[src/rtl/result_normalizer.sv]
// -----------------------------------------------------------------------------
// result_normalizer
//   Two-stage pipelined normaliser feeding result_rounder. It takes a raw
//   significand and its biased exponent. It normalises the significand so that
//   the hidden bit sits at SIG_WIDTH-2. This takes one right shift when there is
//   a carry, or a left shift by the leading-zero distance otherwise. The
//   exponent is adjusted to match, and the block flags zero, overflow and
//   underflow.
//
//   Stage 1 registers the beat and the leading-one position of the significand.
//   Stage 2 registers the shifted fields, the adjusted exponent and the flags.
//
// Ports
//   clk, rst_n          clock (rising edge), asynchronous active-low reset
//   in_valid/in_ready   input handshake
//   in_sign             sign, passed through unchanged
//   in_exponent         biased exponent of in_significand
//   in_significand      unnormalised significand (carry bit at MSB)
//   out_valid/out_ready output handshake
//   out_sign            sign
//   out_exponent        normalised exponent
//   out_mantissa        fraction without the hidden bit
//   out_rounding_bits   bits below the mantissa, LSB carries the sticky bit
//   out_zero            significand was exactly zero
//   out_overflow        exponent overflowed; result encodes infinity
//   out_underflow       exponent underflowed; result flushed to zero
//
// Handshake: a beat transfers on any cycle where valid && ready. A valid
// source holds its payload stable until the transfer. A stage advances
// whenever its downstream slot is empty or is draining in the same cycle.
// in_ready therefore depends only on internal state and out_ready, never on
// in_valid.
// -----------------------------------------------------------------------------
module result_normalizer #(
  parameter int EXPONENT_WIDTH = 8,
  parameter int MANTISSA_WIDTH = 23,
  parameter int ROUNDING_BITS  = 3
) (
  input  logic                                         clk,
  input  logic                                         rst_n,
  input  logic                                         in_valid,
  output logic                                         in_ready,
  input  logic                                         in_sign,
  input  logic [EXPONENT_WIDTH-1:0]                    in_exponent,
  input  logic [MANTISSA_WIDTH+ROUNDING_BITS+2-1:0]    in_significand,
  output logic                                         out_valid,
  input  logic                                         out_ready,
  output logic                                         out_sign,
  output logic [EXPONENT_WIDTH-1:0]                    out_exponent,
  output logic [MANTISSA_WIDTH-1:0]                    out_mantissa,
  output logic [ROUNDING_BITS-1:0]                     out_rounding_bits,
  output logic                                         out_zero,
  output logic                                         out_overflow,
  output logic                                         out_underflow
);

  localparam int SIG_WIDTH = MANTISSA_WIDTH + ROUNDING_BITS + 2;
  localparam int LW        = $clog2(SIG_WIDTH);
  localparam int EW2       = EXPONENT_WIDTH + 2;

  // Exponent limits in the widened signed domain.
  localparam logic signed [EW2-1:0] EXP_MAX  = EW2'((1 << EXPONENT_WIDTH) - 1);
  localparam logic signed [EW2-1:0] EXP_ZERO = '0;
  localparam logic signed [EW2-1:0] EXP_ONE  = EW2'(1);

  // Position of the highest set bit; 0 when the input is zero.
  function automatic logic [LW-1:0] lead_one(input logic [SIG_WIDTH-1:0] s);
    logic [LW-1:0] pos;
    pos = '0;
    for (int i = 0; i < SIG_WIDTH; i++) begin
      if (s[i]) pos = LW'(i);
    end
    return pos;
  endfunction

  // ---------------------------------------------------------------------------
  // Handshake control
  // ---------------------------------------------------------------------------
  logic rdy_q;        // 0 during reset, 1 from the first edge after release
  logic s1_valid_q, s1_valid_d;
  logic s2_valid_q, s2_valid_d;
  logic s2_free;      // output slot empty or draining this cycle
  logic s1_advance;
  logic in_accept;

  assign s2_free    = !s2_valid_q || out_ready;
  assign s1_advance = s1_valid_q && s2_free;
  assign in_ready   = rdy_q && (!s1_valid_q || s1_advance);
  assign in_accept  = in_valid && in_ready;

  always_comb begin
    s1_valid_d = s1_valid_q;
    if (in_accept)       s1_valid_d = 1'b1;
    else if (s1_advance) s1_valid_d = 1'b0;
  end

  always_comb begin
    s2_valid_d = s2_valid_q;
    if (s2_free) s2_valid_d = s1_valid_q;
  end

  // ---------------------------------------------------------------------------
  // Stage 1: capture the beat and its leading-one position
  // ---------------------------------------------------------------------------
  logic                      s1_sign_q;
  logic [EXPONENT_WIDTH-1:0] s1_exp_q;
  logic [SIG_WIDTH-1:0]      s1_sig_q;
  logic [LW-1:0]             s1_lead_q;
  logic                      s1_zero_q;

  always_ff @(posedge clk or negedge rst_n) begin
    if (!rst_n) begin
      rdy_q      <= 1'b0;
      s1_valid_q <= 1'b0;
      s1_sign_q  <= 1'b0;
      s1_exp_q   <= '0;
      s1_sig_q   <= '0;
      s1_lead_q  <= '0;
      s1_zero_q  <= 1'b0;
    end else begin
      rdy_q      <= 1'b1;
      s1_valid_q <= s1_valid_d;
      if (in_accept) begin
        s1_sign_q <= in_sign;
        s1_exp_q  <= in_exponent;
        s1_sig_q  <= in_significand;
        s1_lead_q <= lead_one(in_significand);
        s1_zero_q <= (in_significand == '0);
      end
    end
  end

  // ---------------------------------------------------------------------------
  // Stage 2 datapath: shift, exponent adjust, field extraction, flags
  // ---------------------------------------------------------------------------
  logic                      carry;
  logic                      sticky;
  logic [LW-1:0]             shamt;
  logic [SIG_WIDTH-1:0]      n_norm;
  logic signed [EW2-1:0]     e_in;
  logic signed [EW2-1:0]     e_new;
  logic [MANTISSA_WIDTH-1:0] man_norm;
  logic [ROUNDING_BITS-1:0]  rnd_norm;
  logic                      unused_norm_hi;

  assign carry  = s1_sig_q[SIG_WIDTH-1];
  assign sticky = carry & s1_sig_q[0];
  // Only meaningful without a carry; then lead <= SIG_WIDTH-2 and this cannot wrap.
  assign shamt  = LW'(SIG_WIDTH - 2) - s1_lead_q;
  assign n_norm = carry ? (s1_sig_q >> 1) : (s1_sig_q << shamt);
  assign e_in   = signed'({2'b00, s1_exp_q});
  assign e_new  = carry ? (e_in + EXP_ONE)
                        : (e_in - signed'({{(EW2-LW){1'b0}}, shamt}));

  assign man_norm = n_norm[SIG_WIDTH-3 -: MANTISSA_WIDTH];
  // The bit lost by the carry shift folds into the sticky position.
  assign rnd_norm = n_norm[ROUNDING_BITS-1:0]
                  | {{(ROUNDING_BITS-1){1'b0}}, sticky};
  // Carry and hidden-bit positions are implied by normalisation.
  assign unused_norm_hi = ^n_norm[SIG_WIDTH-1 -: 2];

  logic [EXPONENT_WIDTH-1:0] s2_exp_d;
  logic [MANTISSA_WIDTH-1:0] s2_man_d;
  logic [ROUNDING_BITS-1:0]  s2_rnd_d;
  logic                      s2_zero_d, s2_ovf_d, s2_unf_d;

  // Zero has priority, so at most one flag is set per beat.
  always_comb begin
    s2_exp_d  = e_new[EXPONENT_WIDTH-1:0];
    s2_man_d  = man_norm;
    s2_rnd_d  = rnd_norm;
    s2_zero_d = 1'b0;
    s2_ovf_d  = 1'b0;
    s2_unf_d  = 1'b0;
    if (s1_zero_q) begin
      s2_exp_d  = '0;
      s2_man_d  = '0;
      s2_rnd_d  = '0;
      s2_zero_d = 1'b1;
    end else if (e_new >= EXP_MAX) begin
      s2_exp_d  = '1;
      s2_man_d  = '0;
      s2_rnd_d  = '0;
      s2_ovf_d  = 1'b1;
    end else if (e_new <= EXP_ZERO) begin
      s2_exp_d  = '0;
      s2_man_d  = '0;
      s2_rnd_d  = '0;
      s2_unf_d  = 1'b1;
    end
  end

  logic                      s2_sign_q;
  logic [EXPONENT_WIDTH-1:0] s2_exp_q;
  logic [MANTISSA_WIDTH-1:0] s2_man_q;
  logic [ROUNDING_BITS-1:0]  s2_rnd_q;
  logic                      s2_zero_q, s2_ovf_q, s2_unf_q;

  always_ff @(posedge clk or negedge rst_n) begin
    if (!rst_n) begin
      s2_valid_q <= 1'b0;
      s2_sign_q  <= 1'b0;
      s2_exp_q   <= '0;
      s2_man_q   <= '0;
      s2_rnd_q   <= '0;
      s2_zero_q  <= 1'b0;
      s2_ovf_q   <= 1'b0;
      s2_unf_q   <= 1'b0;
    end else begin
      s2_valid_q <= s2_valid_d;
      if (s1_advance) begin
        s2_sign_q <= s1_sign_q;
        s2_exp_q  <= s2_exp_d;
        s2_man_q  <= s2_man_d;
        s2_rnd_q  <= s2_rnd_d;
        s2_zero_q <= s2_zero_d;
        s2_ovf_q  <= s2_ovf_d;
        s2_unf_q  <= s2_unf_d;
      end
    end
  end

  assign out_valid         = s2_valid_q;
  assign out_sign          = s2_sign_q;
  assign out_exponent      = s2_exp_q;
  assign out_mantissa      = s2_man_q;
  assign out_rounding_bits = s2_rnd_q;
  assign out_zero          = s2_zero_q;
  assign out_overflow      = s2_ovf_q;
  assign out_underflow     = s2_unf_q;

endmodule

[config.mk]
export PLATFORM = sky130hd
export DESIGN_NAME = result_normalizer
export DESIGN_NICKNAME = d
export VERILOG_FILES = /design/src/rtl/result_normalizer.sv
export SDC_FILE = /design/constraint.sdc
export NUM_CORES = 1
export LEC_CHECK = 0
export CORE_UTILIZATION = 50
export DETAILED_ROUTE_END_ITERATION = 16
export PLACE_DENSITY = 0.77
export SYNTH_ARGS = -nofsm -noshare
export SYNTH_HDL_FRONTEND = slang
export SYNTH_SLANG_ARGS = --single-unit
[constraint.sdc]
create_clock -name clk -period 3.3 [get_ports clk]
set_input_delay 0.495 -clock clk [delete_from_list [all_inputs] [get_ports clk]]
set_output_delay 0.495 -clock clk [all_outputs]
set_load 0.01 [all_outputs]
# [Word level (Yosys, flattened, before mapping)]
# Index checks and enable logic that the tools add are counted.
[totals] register_bits=84 output_inout_bits=40
[op_classes] bitwise=2 reduce_logical=9 n_shift=1 n_addsub=3 muxes=46 order_cmp=2
[ops] operator="$mux 5" n=26
[ops] operator="$mux 23" n=3
[ops] operator="$logic_not 28->1" n=1
[ops] operator="$shl 28x5->26" n=1
[ops] operator="$mux 26" n=1
[ops] operator="$mux 8" n=3
[ops] operator="$ge 10x9->1 const B" n=1
[ops] operator="$le 10x1->1 const B" n=1
[ops] operator="$mux 10" n=1
[ops] operator="$add 8x1->9 const B" n=1
[ops] operator="$mux 1" n=9
[ops] operator="$mux 3" n=3
[ops] operator="$sub 8x5->9" n=1
[ops] operator="$sub 5x5->5 const A" n=1
[ops] operator="$logic_and 1x1->1" n=3
[ops] operator="$or 3x1->3" n=1
[ops] operator="$logic_not 1->1" n=2
[ops] operator="$logic_or 1x1->1" n=2
[ops] operator="$reduce_bool 2->1" n=1
[ops] operator="$and 1x1->1" n=1

# [Longest topological paths before layout]
[depth] ltp_word=27 depth_mapped=14

# [Least setup slack after synthesis]
# Ideal clock, no wire load.
[synth_path] path_kind="flip-flop to flip-flop" start="register s1_lead_q[1]" end="register s2_man_q[11], in the netlist out_mantissa[11]" arrival_time_ns=3.278 setup_time_ns=0.136 synth_period_minus_slack_ns=3.414 path_buffers=2 path_stages_with_launch=14 path_slack_ns=-0.114 cell_sequence="dfrtp_1 > ha_1 > xor2_2 > inv_1 > clkbuf_1 > ha_1 > nor2b_4 > o311a_2 > o41ai_4 > xnor2_1 > nand4_1 > o2bb2ai_4 > buf_6 > o31ai_1"
[synth_via] elab_chain_len=7
[synth_rtl] item="start, declared" line_no="108" text="logic [LW-1:0] s1_lead_q;"
[synth_rtl] item="start signal, assigned" line_no="127" text="s1_lead_q <= lead_one(in_significand);"
[synth_rtl] item="$sub 5x5->5 (*)" line_no="149" text="assign shamt = LW'(SIG_WIDTH - 2) - s1_lead_q;"
[synth_rtl] item="$sub 8x5->9" line_no="153" text=": (e_in - signed'({{(EW2-LW){1'b0}}, shamt}));"
[synth_rtl] item="$mux 10" line_no="152" text="assign e_new = carry ? (e_in + EXP_ONE)"
[synth_rtl] item="$le 10x1->1" line_no="185" text="end else if (e_new <= EXP_ZERO) begin"
[synth_rtl] item="$mux 23" line_no="185"
[synth_rtl] item="$mux 23 (*)" line_no="180" text="end else if (e_new >= EXP_MAX) begin"
[synth_rtl] item="$mux 23 (*)" line_no="175" text="if (s1_zero_q) begin"
[synth_rtl] item="end signal, assigned" line_no="214" text="s2_man_q <= s2_man_d;"
[synth_rtl] item="end, declared" line_no="195" text="logic [MANTISSA_WIDTH-1:0] s2_man_q;"
# Every way passes the cells marked *; elsewhere a longest branch is shown, timed or not.
# A chain may end at the register's enable or synchronous reset.

# [Worst setup path in the final report]
[layout_path] start="register s1_lead_q[0]" end="register s2_man_q[10], in the netlist out_mantissa[10]"
# Same word-level chain as after synthesis.

==> results by group <==
Clock network
  – Num CTS Buffers: 9
  – Root Driver: clkbuf_8
  – Clock slew at reported path FFs: 0.09 ns
  – H-tree depth: 3
  – Clock latency at the later pin of the worst-skew pair: 0.36 ns
  – Clock sinks: 84
  – # hold bufs at CTS: 0
  – TritonCTS clock tree: done
  – Clock buffer depth: 2

Timing
  – Count of final hold-check violations: 0
  – Fin crit share: 0.9637
  – Setup ws final: 0.1198 ns
  – Max Fclk: 0.3144 GHz
  – Fin Clk Skew: 0.01302 ns
  – Worst-Margin Slew: 1.031 ns
  – Slew HR: 0.3127
  – Final Max Slew Viols: 0
  – Final Setup Violations: 0
  – Final min period: 3.180 ns

Layout
  – Layout cells sized above 1: 0.1406
  – Multi-input logic area: 0.003297 mm²
  – Most common cell after layout, fill and taps aside: nand2_1
  – Number of nets in the layout: 742
  – Register area: 0.002106 mm²
  – Finished layout cell area: 0.006764 mm²
  – ANT cells: 0
  – Commonest non-fill, non-tap cells in the layout: nand2_1, dfrtp_1, clkdlybuf4s50_1
  – # fillers: 930
  – Area grow syn2layout: 23.71%
  – Final cell count without fillers: 833

Flow run
  – Max Cap Viol: 0

Detailed routing
  – Vias: 4987
  – Drt drc: 0
  – Post-DR wirelength/cell: 18.20 µm
  – Total Wirelength: 15.16 mm
  – Drt pass-1 iters: 9
  – Final ANT Viol Nets: 0
  – Vias per cell: 5.987
  – Initial DRC count: 314

Logic synthesis
  – Total nets after synthesis: 667
  – Post-synth EDFFs: 0
  – Ys flop type: dfrtp_1
  – Netlist cell types: 64
  – Avg Cell Area, Syn: 8.847 µm²
  – Synthesized instance count: 618
  – Async SR Flop Fraction: 1.000
  – Synthesis-stage register bit count: 84
  – Synth Cell Area: 0.005468 mm²
  – Count of yosys warnings during synthesis: 0
  – Sequential area share after synthesis: 0.3844

Critical path
  – CP cell instances: ha_4 -> o21ai_2 -> xor2_1 -> inv_1 -> ha_2 -> or4_4 -> o22ai_1 -> a21oi_1 -> xnor2_2 -> nor2_4 -> o2bb2ai_4 -> buf_4 -> o31ai_1
  – CP arrival: 3.43 ns
  – Crit path max fanout: 9
  – CP Capture Type: flop
  – Crit start category: flop
  – Worst EP required: 3.55 ns
  – Reg2Reg Launch Point: s1_lead_q[0]
  – Slowest cell on crit path: or4_4
  – Max stage delay on crit path: 0.49 ns
  – Worst setup path startpoint: s1_lead_q[0]
  – CP Class: flop to flop

Place
  – Dpl hpwl: 10.90 mm
  – Routability congestion estimate from global placement: 0.9204
  – Pre-CTS setup slack: -0.04952 ns
  – Port-buffer cells: 80
  – DP Cell Count: 810
  – DP Area: 0.006429 mm²

Global routing
  – Largest net degree at the start of global routing: 85
  – Overflow after GRT: 0
  – Global router's overall resource usage: 0.2757
  – First-pass GRT wire length: 24.38 mm
  – Vias in the first global route: 4733
  – Initial antenna violation count: 0

Status
  – Status: complete, no violations

Die
  – Starting density of the core: 0.5226
  – X dimension of the die: 106.6 µm
  – DIE AREA: 0.01136 mm²
  – Top Ports: 81
  – Row cnt: 37
  – Area of the core: 0.01046 mm²
  – Die Y: 106.6 µm

Pwr
  – Max VDD drop: 0.3156 mV
  – Leakage power: 2.917 nW
  – Pwr per Cell Area: 658.2 mW/mm²

Min path
  – Worst Hold Class: primary input to asynchronous set/reset pin
layout make-up:
cell class | count | share of cell area
clock buffer | 12 | 0.02146
clock inverter | 3 | 0.002220
inverter | 16 | 0.008879
multi-input combinational | 479 | 0.4874
sequential | 84 | 0.3113
tap | 136 | 0.02516
timing repair buffer | 103 | 0.1435
routing by layer:
layer	GRT usage	routed length (µm)	vias up
met1	0.4093	7125	2406
li1	-	-	2376
met2	0.4115	6873	185
met4	0.07730	222	0
met3	0.05167	944	20
met5	0	0	-
synth_stat cells, drive strengths merged (7+ instances only):
cell / n / area, µm²
mux2i: 19 / 190.2
mux2: 7 / 78.83
buf: 11 / 66.31
clkbuf: 30 / 112.6
a22oi: 8 / 60.06
nor2: 36 / 135.1
a21oi: 26 / 130.1
a22o: 8 / 70.07
o31ai: 29 / 222.7
nand2: 180 / 675.7
o21ai: 26 / 130.1
ha: 7 / 87.58
mux4: 20 / 450.4
nor3: 9 / 45.04
dfrtp: 84 / 2102
inv: 16 / 60.06
final timing paths:
kind / endpoint / slack (ns) / cells past startpoint
worst min-delay path: s1_valid_q / 0.30 / 1
min in group clk: s1_sign_q / 0.48 / 2
worst max register to register: out_mantissa[10] / 0.12 / 13
max in group asynchronous: s1_lead_q[1] / 2.28 / 1
worst max-delay path: out_mantissa[10] / 0.12 / 13
worst min register to register: s1_sign_q / 0.48 / 2
cells by family after synthesis:
family / share of synthesized area
buffers and inverters: 0.04371
AND/OR/NAND/NOR: 0.2133
adder cells (fa/ha/maj): 0.01968
XOR/XNOR: 0.02197
flip-flops: 0.3844
other: 0.0006858
AO/OA/AOI/OAI: 0.1847
multiplexers: 0.1316
state kept, by name (all words and copies together), names as in the netlist, 3 cells and up:
| name | count |
|---|---|
| out_rounding_bits | 3 |
| s1_exp_q | 8 |
| out_exponent | 8 |
| out_mantissa | 23 |
| s1_sig_q | 28 |
| s1_lead_q | 5 |
report_power, final:
group | switching [W] | internal [W]
clock network | 0.000353 | 0.000287
logic | 0.00119 | 0.00111
registers | 0.000239 | 0.00128
worst max-delay path, delay by kind of cell, from the launching register on:
family	cells	cell delay [ns]
and+or+nand+nor	2	0.61
adders and majority gates	2	0.43
AOI/OAI and AO/OA	5	0.77
xor gates and xnor gates	2	0.54
DFF	1	0.46
buffers and inverters	2	0.25
through the flow:
stage               setup TNS [ns]  power [W]  utilization  hold WS [ns]
global route              -0.09673   0.004738       0.6465        0.3985
global placement                 0   0.003656       0.6144        0.4610
detailed placement         -0.5050   0.003686       0.6144        0.4699
floorplan                        0   0.002839            -        0.1994
finish                           0   0.004452       0.6465        0.3033
CTS                      -0.006375   0.004361       0.6355        0.3502
what timing repair did:
item / 4_1_cts / 5_1_grt
gates cloned: 1 / 1
resized for setup: 5 / 14
endpoints found under the hold margin: 0 / 0
pin swaps: 2 / 4
endpoints found under the setup margin: 26 / 28
buffers inserted: 2 / 4
Power figures use the tool's default switching activity.
